--- src/rtl/surf4_sst_clk_seq.sv ---
// surf4_sst_clk_seq: MMCM input-clock sequencer for the SURF4 SST clock.
// Settles the local oscillator, pulses MMCM reset, retries, falls back, powers down.
module surf4_sst_clk_seq #(
  parameter int RST_CYCLES   = 16,
  parameter int OSC_SETTLE   = 1024,
  parameter int LOCK_TIMEOUT = 65536,
  parameter int MAX_RETRY    = 3
) (
  input  logic       clk_i,
  input  logic       rst_n_i,
  input  logic       start_i,
  input  logic       sel_i,
  input  logic       fallback_en_i,
  input  logic       relock_en_i,
  input  logic       pwrdn_i,
  input  logic       mmcm_locked_i,
  input  logic       mmcm_clkinstopped_i,
  output logic       mmcm_rst_o,
  output logic       mmcm_pwrdwn_o,
  output logic       mmcm_clksel_o,
  output logic       local_osc_en_o,
  output logic       locked_o,
  output logic       busy_o,
  output logic       fail_o,
  output logic       irq_o,
  output logic [2:0] state_o,
  output logic [1:0] retry_o,
  output logic       sel_o
);

  typedef enum logic [2:0] {
    S_IDLE      = 3'd0,
    S_OSC_WAIT  = 3'd1,
    S_RESET     = 3'd2,
    S_WAIT_LOCK = 3'd3,
    S_LOCKED    = 3'd4,
    S_FAIL      = 3'd5,
    S_PWRDN     = 3'd6
  } state_t;

  localparam int CM1  = (OSC_SETTLE > RST_CYCLES) ? OSC_SETTLE : RST_CYCLES;
  localparam int CMAX = (LOCK_TIMEOUT > CM1) ? LOCK_TIMEOUT : CM1;
  localparam int CW   = $clog2(CMAX + 1);

  localparam logic [CW-1:0] RST_LAST = CW'(RST_CYCLES - 1);
  localparam logic [CW-1:0] OSC_LAST = CW'(OSC_SETTLE - 1);
  localparam logic [CW-1:0] TMO_LAST = CW'(LOCK_TIMEOUT - 1);
  localparam logic [CW-1:0] CNT_SAT  = '1;
  localparam logic [1:0]    MAXR     = 2'(MAX_RETRY);

  logic r_lock_s1, r_lock_s2;
  logic r_stop_s1, r_stop_s2;

  state_t        r_state, w_state;
  logic          r_sel, w_sel;
  logic [1:0]    r_retry, w_retry, w_retry_inc;
  logic [CW-1:0] r_cnt, w_cnt;
  logic          r_osc, w_osc;
  logic          r_clksel, w_clksel;
  logic          w_irq, w_go, w_loss;

  logic r_mmcm_rst, r_pwrdwn, r_locked;
  logic r_busy, r_fail, r_irq;

  always_ff @(posedge clk_i or negedge rst_n_i) begin
    if (!rst_n_i) begin
      r_lock_s1 <= 1'b0;
      r_lock_s2 <= 1'b0;
      r_stop_s1 <= 1'b0;
      r_stop_s2 <= 1'b0;
    end else begin
      r_lock_s1 <= mmcm_locked_i;
      r_lock_s2 <= r_lock_s1;
      r_stop_s1 <= mmcm_clkinstopped_i;
      r_stop_s2 <= r_stop_s1;
    end
  end

  always_comb begin
    w_state  = r_state;
    w_sel    = r_sel;
    w_retry  = r_retry;
    w_osc    = r_osc;
    w_clksel = r_clksel;
    w_irq    = 1'b0;
    w_go     = 1'b0;
    w_cnt    = (r_cnt == CNT_SAT) ? r_cnt : r_cnt + CW'(1);
    w_retry_inc = (r_retry == 2'd3) ? r_retry : r_retry + 2'd1;
    w_loss   = !r_lock_s2 || r_stop_s2;

    if (pwrdn_i) begin
      w_state = S_PWRDN;
    end else begin
      unique case (r_state)
        S_IDLE, S_FAIL: w_go = start_i;
        S_OSC_WAIT: begin
          if (r_cnt == OSC_LAST) w_state = S_RESET;
        end
        S_RESET: begin
          if (r_cnt == RST_LAST) w_state = S_WAIT_LOCK;
        end
        S_WAIT_LOCK: begin
          if (r_lock_s2) begin
            w_state = S_LOCKED;
          end else if (r_cnt == TMO_LAST) begin
            if (w_retry_inc < MAXR) begin
              w_retry = w_retry_inc;
              w_state = S_RESET;
            end else if (!r_sel && fallback_en_i) begin
              w_sel   = 1'b1;
              w_retry = 2'd0;
              w_state = S_OSC_WAIT;
            end else begin
              w_retry = w_retry_inc;
              w_state = S_FAIL;
            end
          end
        end
        S_LOCKED: begin
          if (start_i) begin
            w_go = 1'b1;
          end else if (w_loss) begin
            w_irq = 1'b1;
            if (relock_en_i) begin
              w_retry = 2'd0;
              w_state = S_RESET;
            end else begin
              w_state = S_FAIL;
            end
          end
        end
        S_PWRDN: begin
          w_retry = 2'd0;
          w_state = S_RESET;
        end
        default: w_state = S_IDLE;
      endcase
    end

    if (w_go) begin
      w_sel   = sel_i;
      w_retry = 2'd0;
      w_state = (sel_i && !r_osc) ? S_OSC_WAIT : S_RESET;
    end

    // entry actions: clksel and oscillator enable only move on state entry
    if (w_state != r_state) begin
      w_cnt = '0;
      if (w_state == S_LOCKED || w_state == S_FAIL) w_irq = 1'b1;
      if (w_state == S_OSC_WAIT) w_osc = 1'b1;
      if (w_state == S_RESET) begin
        w_clksel = !w_sel;
        if (!w_sel) w_osc = 1'b0;
      end
    end
  end

  always_ff @(posedge clk_i or negedge rst_n_i) begin
    if (!rst_n_i) begin
      r_state    <= S_IDLE;
      r_sel      <= 1'b0;
      r_retry    <= 2'd0;
      r_cnt      <= '0;
      r_osc      <= 1'b0;
      r_clksel   <= 1'b1;
      r_mmcm_rst <= 1'b1;
      r_pwrdwn   <= 1'b0;
      r_locked   <= 1'b0;
      r_busy     <= 1'b0;
      r_fail     <= 1'b0;
      r_irq      <= 1'b0;
    end else begin
      r_state    <= w_state;
      r_sel      <= w_sel;
      r_retry    <= w_retry;
      r_cnt      <= w_cnt;
      r_osc      <= w_osc;
      r_clksel   <= w_clksel;
      r_mmcm_rst <= !(w_state == S_WAIT_LOCK || w_state == S_LOCKED);
      r_pwrdwn   <= (w_state == S_PWRDN);
      r_locked   <= (w_state == S_LOCKED);
      r_busy     <= (w_state == S_OSC_WAIT) || (w_state == S_RESET) ||
                    (w_state == S_WAIT_LOCK);
      r_fail     <= (w_state == S_FAIL);
      r_irq      <= w_irq;
    end
  end

  assign mmcm_rst_o     = r_mmcm_rst;
  assign mmcm_pwrdwn_o  = r_pwrdwn;
  assign mmcm_clksel_o  = r_clksel;
  assign local_osc_en_o = r_osc;
  assign locked_o       = r_locked;
  assign busy_o         = r_busy;
  assign fail_o         = r_fail;
  assign irq_o          = r_irq;
  assign state_o        = r_state;
  assign retry_o        = r_retry;
  assign sel_o          = r_sel;

endmodule
--- config.mk ---
export PLATFORM = sky130hd
export DESIGN_NAME = surf4_sst_clk_seq
export DESIGN_NICKNAME = d
export VERILOG_FILES = /design/src/rtl/surf4_sst_clk_seq.sv
export SDC_FILE = /design/constraint.sdc
export NUM_CORES = 1
export LEC_CHECK = 0
export ABC_AREA = 1
export BUFFER_PORTS_ARGS = -buffer_cell sky130_fd_sc_hd__buf_2
export CAP_MARGIN = 0
export CORE_MARGIN = 4
export CORE_UTILIZATION = 50
export DETAILED_ROUTE_END_ITERATION = 8
export GPL_ROUTABILITY_DRIVEN = 0
export GPL_TIMING_DRIVEN = 1
export PLACE_DENSITY = 0.79
export SLEW_MARGIN = 20
export SYNTH_ARGS = -nofsm -noshare
export SYNTH_HDL_FRONTEND = slang
export SYNTH_SLANG_ARGS = --single-unit
--- constraint.sdc ---
create_clock -name clk_i -period 3.6 [get_ports clk_i]
set_input_delay 0.72 -clock clk_i [delete_from_list [all_inputs] [get_ports clk_i]]
set_output_delay 0.72 -clock clk_i [all_outputs]
set_load 0.02 [all_outputs]
Yosys cells after proc, flatten, opt, wreduce, memory -nomap -nowiden
Index checks and enable logic that the tools add are counted.

Add/subtract/negate cells: 2. $mul: 0. Divide/modulo/power cells: 0. $lt $le $gt $ge: 1. Eq/ne operators: 25. Shift-type cells: 0. Mux-type cells: 45. Bitwise logic cells: 0. Reduce and logical (&&, ||, !) cells: 17.

Operators by type and width (number): 2-to-1 mux 17 bit (2); 2-to-1 mux 3 bit (11); 2-to-1 mux 2 bit (11); equality test 3 bit (second input constant) (6); 2-to-1 mux 1 bit (18); one-hot mux 3 bit (6 select lines) (1); adder 17 x 1 -> 17 bit (second input constant) (1); equality test 17 x 10 -> 1 bit (second input constant) (1); equality test 17 x 16 -> 1 bit (second input constant) (1); equality test 17 bit (second input constant) (1); equality test 17 x 4 -> 1 bit (second input constant) (1); inequality test 3 bit (second input constant) (5); equality test 3 x 2 -> 1 bit (second input constant) (4); AND reduction 7 bit (1); equality test 3 x 1 -> 1 bit (second input constant) (2); one-hot mux 2 bit (3 select lines) (1); zero test 1 bit (5); logical OR 1 bit (5); inequality test 2 x 1 -> 1 bit (second input constant) (2); nonzero test 4 bit (1); zero test 3 bit (1); inequality test 3 bit (1); adder 2 x 1 -> 2 bit (second input constant) (1); equality test 2 bit (second input constant) (1); other kinds (5) (6).

Register bits: 35. Latch bits: 0. Bits in writable memories: 0. ROM bits: 0. Input port bits: 9. Memories kept: 0.

Longest topological paths before layout
Gate-level depths: netlist (run 1).

Depth after elaboration: 13. Depth in mapped cells: 20. Depth with buffers taken out: 20.

Least setup slack after synthesis (run 1)
Ideal clock, no wire load.

Kind: flip-flop to flip-flop. Start: register r_cnt[0]. End: register r_cnt[15]. Arrival time: 2477 ps. Required time: 3477 ps. Setup slack: 1000 ps. Stages on the path, launching flop included: 18. Path buffers: 1. Clock period less this slack: 2600 ps. Path through: dfrtp_1 -> ha_1 -> nand3_1 -> nor2_2 -> nor4b_1 -> ha_1 -> inv_1 -> nand2_1 -> nand2_1 -> a21oi_1 -> nand3_2 -> o21bai_4 -> nand2_4 -> nand2_1 -> nand2_2 -> nand3_4 -> buf_6 -> nor2_4.

Longest elaborated chain between the ends: 8. Elaborated cells on any way between the ends: 16.

Ends and longest elaborated chain: start: declaration (RTL line 57) `logic [CW-1:0] r_cnt, w_cnt;`; start signal: assignment (RTL line 176) `r_cnt <= w_cnt;`; equality test 17 x 16 -> 1 bit (RTL line 105) `end else if (r_cnt == TMO_LAST) begin`; 2-to-1 mux 3 bit (RTL line 105); 2-to-1 mux 3 bit (RTL line 103) `if (r_lock_s2) begin`; one-hot mux 3 bit (6 select lines) * (RTL line 94) `unique case (r_state)`; 2-to-1 mux 3 bit * (RTL line 91) `if (pwrdn_i) begin`; 2-to-1 mux 3 bit * (RTL line 140) `if (w_go) begin`; net w_state[0] (RTL line 54) `state_t r_state, w_state;`; inequality test 3 bit * (RTL line 147) `if (w_state != r_state) begin`; inequality test 2 x 1 -> 1 bit (no source line) or 2-to-1 mux 17 bit (tied branches).

The timed path passes the listed nets; every way through them passes the cells marked *. The select of a mux whose other input is x is not followed. A chain may end at the register's enable or synchronous reset.

Worst setup path in the final report (run 1)
Start: register r_cnt[0]. End: register r_cnt[0].

Longest elaborated chain between the ends: 8. Elaborated cells on any way between the ends: 16.

Ends and longest elaborated chain (RTL line): equality test 17 x 16 -> 1 bit (105); 2-to-1 mux 3 bit (105); 2-to-1 mux 3 bit (103); one-hot mux 3 bit (6 select lines) (94); 2-to-1 mux 3 bit (91); 2-to-1 mux 3 bit (140); inequality test 3 bit (147); inequality test 2 x 1 -> 1 bit (no source line) or 2-to-1 mux 17 bit (tied branches).

Several ways; a longest one is shown, not always the timed one. The select of a mux whose other input is x is not followed.

==> impl_metrics.csv, run 1 <==
group,metric,value,unit
power,p_leak,1.092,nW
cts,numCtsBuffers,5,
placement,io_buffers,22,
synthesis,async_flop_share,1.000,
sta,period_share,0.8264,
outcome,outcome,"finished clean",
global_route,grt_pass1_wl,7113,um
route,wl_met1,1840,um
route,drc,0,
worst_setup_path,start_kind,"flop",
synthesis,synth_area,0.002024,mm2
route,wl_met2,1828,um
sta,drv_slew,0,
floorplanning,die_w,71.63,um
global_route,grt_pass1_vias,1621,
floorplanning,die_h,71.63,um
synthesis,synth_top_cell_area_share,0.4079,
cells_and_area,largest_reg_flops,17,
sta,clock_skew,0.007642,ns
cells_and_area,areaGrowthSynthToFinish,12.92,%
hold_path,hold_path_class,"reg -> reg",
power,powerDensity,383.8,mW/mm2
global_route,globalRouteOverflowTotal,0,
synthesis,synth_warnings,0,
sta,finalWorstSetupSlack,0.6250,ns
global_route,antenna_found_initial,0,
sta,setup_viol_count_final,0,
placement,place_area,0.002168,mm2
floorplanning,row_count,22,
power,power,0.8774,mW
route,vias,1688,
cts,worstSkewPairLatency,0.29,ns
synthesis,syn_inst,253,
cells_and_area,layout-drive-gt1-share,0.2643,
global_route,grt_max_degree,36,
route,drt-total-wl,3967,um
flow_run,maxCapViolCount,0,
synthesis,avgSynthCellArea,8.002,um2
synthesis,syn-num-nets,265,
synthesis,synth_cell_types,36,
floorplanning,ioPinCount,23,
cells_and_area,finish.net_count,291,
floorplanning,coreArea,0.003799,mm2
cts,htreeDepth,2,
synthesis,dominantRegCellSynth,"dfrtp_1",
worst_setup_path,cp.required,3.80,ns
cts,clk_pin_slew_worst_paths,0.07,ns
synthesis,synth_most_common_cell,"nand2_1",
route,viasPerCell,5.146,
synthesis,ys_ff_latch,35,
cts,holdBufCountCts,0,
synthesis,synth_area_leaders,"dfrtp_1, nand2_1, inv_1",
sta,fin_setup_tns,0,ns
route,drtIter0Drc,97,
sta,whs,0.3490,ns
worst_setup_path,path_max_fanout,19,
cts,tritoncts,"done",
cts,clock_sinks,35,
cts,clk_path_buf_depth,2,
cts,cts_setup_buffers,0,
placement,place_ws,0.6283,ns
cells_and_area,final_cells,328,
cts,postCtsResizedCells,0,
sta,hold_viol,0,
sta,worstMarginPinSlew,0.7608,ns
route,highest_layer,"met4",
route,first_pass_iters,4,
power,vdd_ir_drop_max,0.2665,mV
synthesis,ys_seq_area_frac,0.4339,
cells_and_area,final_area,0.002286,mm2
worst_setup_path,criticalPathCategory,"reg -> reg",
sta,max_freq,336.1,MHz
sta,relSlewSlack,0.4928,
route,ant_nets,0,
route,wl_per_cell,12.09,um
placement,dp.cells,320,
synthesis,yosys-top-cells-count,"nand2_1, dfrtp_1, inv_1",
worst_setup_path,crit_path_end_kind,"flop",
synthesis,synth_edf_count,0,
floorplanning,die-area,0.005131,mm2
cells_and_area,final_util,0.6018,
sta,min_period,2.975,ns
worst_setup_path,crit_arrival,3.18,ns
global_route,grt_usage,0.1715,
cells_and_area,largest_register,"r_cnt",
cells_and_area,antenna_cells,0,
sta,rsz0062_at_grt,"no",
cts,cts_root_buf,"clkbuf_8",
placement,dp_hpwl,2962,um
route,route.met3.wl,228,um
synthesis,yosys.area.top_type,"dfrtp_1",
floorplanning,initial_core_util,0.5329,
## path summary, 6_finish.rpt
check / from / to / slack (ns) / cells after the start
setup / recovery: r_cnt[0] / r_cnt[0] / 0.63 / 15
hold / removal: r_lock_s1 / r_lock_s2 / 0.35 / 0
setup reg to reg: r_cnt[0] / r_cnt[0] / 0.63 / 15
hold reg to reg: r_lock_s1 / r_lock_s2 / 0.35 / 0
max in group asynchronous: rst_n_i / r_cnt[9] / 2.62 / 1
min in group asynchronous: rst_n_i / retry_o[0] / 0.49 / 1
## where the power goes
part | leakage (nW) | switching (mW) | internal, mW | total, mW
Sequential | 0.454 | 0.0143 | 0.411 | 0.426
Combinational | 0.576 | 0.0573 | 0.0277 | 0.0851
Clock | 0.0612 | 0.143 | 0.224 | 0.367
Total | 1.09 | 0.214 | 0.663 | 0.877
## layer usage
metal,GRT usage,vias up
met2,0.2653,44
met4,0.08142,0
li1,-,855
met3,0.04067,8
met5,0,-
met1,0.2257,781
## layout by cell type (no fill, tap or decap), types with 2 or more instances in the layout
cell type  count
nand2_1       55
dfrtp_1       33
inv_1         30
nor2_1        27
buf_2         22
nor2_2        15
nand3_1       14
a21oi_1        9
inv_2          8
o21ai_0        8
nor3_1         7
clkbuf_8       6
nand2_2        5
nand4_1        4
nand3_2        4
xor2_1         4
nor2_4         3
xnor2_1        3
ha_1           3
dfstp_2        2
## cells by family after synthesis
group / count (synthesis) / share of synthesized area
AND/OR/NAND/NOR: 140 / 0.3430
buffers and inverters: 41 / 0.08344
flip-flops: 35 / 0.4339
AO/OA/AOI/OAI: 26 / 0.08283
XOR/XNOR: 8 / 0.03832
adder cells (fa/ha/maj): 3 / 0.01854
## worst max-delay path, cell delays in order, from the launching register on
cell and delay, ns:
dfrtp_1 0.38, ha_1 0.20, nand3_1 0.11, nor2_2 0.17, nor4b_1 0.40, ha_1 0.27, inv_1 0.08, nand2_1 0.06
nand2_1 0.05, a21oi_1 0.18, nand3_2 0.11, o21bai_4 0.20, nand3_1 0.11, nand2_2 0.10, nand3_4 0.23, nor3_1 0.22
## final cells by class
type,count,area [um2]
timing repair buffer,22,110.1
fill,343,1513
tap,48,60.06
clock buffer,6,82.58
inverter,38,142.6
sequential,35,878.3
multi-input combinational,177,977.2
clock inverter,2,35.03
No activity file was read; power rests on OpenSTA's default activity.
==> run 2, diff against run 1 <==
- clock period: 3.6 -> 2.96 ns (I/O delays scaled with it)
==> run 2 against run 1 <==
Critical endpoint is now r_cnt[15]. Non-clock buffer count up 13. Sequential power up 22%. Count of clock-buffer cells in the layout unchanged. Setup slack worse by 0.45 ns. First-iteration DRC count up 47%. Power up 25%. Highest routed layer unchanged.
==> impl_metrics.csv, run 2 (same netlist as run 1, synthesis figures left out) <==
group,metric,value,unit
placement,place_ws,0.006751,ns
worst_setup_path,critPathMaxStageDelay,0.38,ns
sta,drv_slew,0,
sta,finalWorstSetupSlack,0.1720,ns
placement,dp_hpwl,2970,um
worst_setup_path,crit_path_end_kind,"flop",
worst_setup_path,worstPathCellList,"ha_2 > nand3_1 > nor2_4 > nor4b_4 > ha_2 > inv_1 > nand2_1 > nand2_1 > a21oi_1 > nand3_2 > o21bai_4 > nand2_4 > nand2_1 > nand2_2 > nand3_4 > buf_4 > nor2_4",
sta,max_freq,358.7,MHz
cells_and_area,antenna_cells,0,
route,ant_nets,0,
placement,io_buffers,22,
route,drc,0,
cts,worstSkewPairLatency,0.29,ns
worst_setup_path,path_max_fanout,10,
hold_path,hold_path_class,"reg -> reg",
route,viasPerCell,5.213,
worst_setup_path,crit_buf_inv,2,
global_route,grt_pass1_wl,7203,um
cells_and_area,final_common_cell,"nand2_1",
worst_setup_path,cp_common_cell,"nand2_1",
route,wl_per_cell,13.25,um
worst_setup_path,crit_arrival,2.96,ns
route,first_pass_iters,5,
cells_and_area,finish.net_count,305,
sta,relSlewSlack,0.4918,
sta,period_share,0.9419,
global_route,antenna_found_initial,0,
route,drtIter0Drc,143,
floorplanning,die-area,0.005131,mm2
sta,hold_viol,0,
global_route,globalRouteOverflowTotal,0,
power,vdd_ir_drop_max,0.3196,mV
cts,cts_root_buf,"clkbuf_8",
cells_and_area,areaGrowthSynthToFinish,20.52,%
power,powerDensity,449.5,mW/mm2
cells_and_area,mostFrequentLayoutCells,"nand2_1, dfrtp_1, inv_1",
cts,tritoncts,"done",
cells_and_area,largest_register,"r_cnt",
worst_setup_path,criticalPathCategory,"reg -> reg",
floorplanning,initial_core_util,0.5329,
worst_setup_path,cp_top_family,"simple AND/OR/NAND/NOR gates",
flow_run,maxCapViolCount,0,
cts,clk_path_buf_depth,2,
route,vias,1783,
global_route,grt_pass1_vias,1631,
route,drt-total-wl,4531,um
cells_and_area,layout-drive-gt1-share,0.3129,
global_route,grt_max_degree,36,
outcome,outcome,"finished clean",
worst_setup_path,cp.required,3.13,ns
global_route,grt_usage,0.1760,
sta,worstMarginPinSlew,0.7623,ns
floorplanning,row_count,22,
worst_setup_path,start_kind,"flop",
power,power,1.097,mW
sta,setup_viol_count_final,0,
floorplanning,die_w,71.63,um
power,p_leak,1.183,nW
sta,whs,0.3511,ns
floorplanning,ioPinCount,23,
sta,min_period,2.788,ns
cts,clk_pin_slew_worst_paths,0.07,ns
cells_and_area,largest_reg_flops,17,
worst_setup_path,cp_slowest_cell,"dfrtp_1",
cts,clock_sinks,35,
cts,numCtsBuffers,5,
floorplanning,coreArea,0.003799,mm2
floorplanning,die_h,71.63,um
cts,htreeDepth,2,
sta,clock_skew,0.005919,ns
run 2: stage by stage:
stage / instances / utilization / area (um2) / setup TNS, ns
floorplan: 253 / - / 2024 / 0
global placement: 321 / 0.5728 / 2176 / 0
detailed placement: 321 / 0.5728 / 2176 / 0
CTS: 329 / 0.6054 / 2300 / 0
global route: 342 / 0.6423 / 2440 / -0.4300
finish: 342 / 0.6423 / 2440 / 0
run 2: worst register-to-register path, delay by kind of cell (launching register included):
kind / cells / cell delay [ns]
adder cells (fa/ha/maj): 2 / 0.45
AND/OR/NAND/NOR: 11 / 1.27
flip-flops: 1 / 0.38
AO/OA/AOI/OAI: 2 / 0.38
buffers and inverters: 2 / 0.22
run 2: worst paths after layout:
check / start / end / slack [ns] / depth (start not counted)
max: r_cnt[1] / r_cnt[15] / 0.17 / 17
min: r_stop_s1 / r_stop_s2 / 0.35 / 0
max reg2reg: r_cnt[1] / r_cnt[15] / 0.17 / 17
min reg2reg: r_stop_s1 / r_stop_s2 / 0.35 / 0
max in group asynchronous: rst_n_i / state_o[2] / 2.10 / 1
min in group asynchronous: rst_n_i / retry_o[0] / 0.36 / 1
run 2: area by class of cell:
type / instances / area [um2]
Fill cell: 338 / 1359
Clock buffer: 6 / 82.58
Tap cell: 48 / 60.06
Clock inverter: 2 / 35.03
Inverter: 38 / 142.6
Multi-Input combinational cell: 178 / 1033
Sequential cell: 35 / 878.3
Timing Repair Buffer: 35 / 207.7
run 2: timing repair:
| item | 4_1_cts | 5_1_grt |
|---|---|---|
| buffers inserted | 0 | 12 |
| pin swaps | 0 | 7 |
| gates cloned | 0 | 1 |
| hold buffers | 0 | 0 |
| resized for setup | 1 | 7 |
| endpoints found under the setup margin | 6 | 20 |
run 2: report_power, final:
| part | leakage, nW | switching (mW) | internal (mW) | total (mW) |
|---|---|---|---|---|
| clock network | 0.0612 | 0.175 | 0.272 | 0.448 |
| logic | 0.667 | 0.0780 | 0.0525 | 0.131 |
| registers | 0.454 | 0.0181 | 0.500 | 0.518 |
| total | 1.18 | 0.272 | 0.825 | 1.10 |
run 2: metal layers:
metal	share of wire	GRT usage
met3	0.056	0.03787
met2	0.48	0.2929
met5	0	0
met1	0.44	0.2286
met4	0.025	0.05428
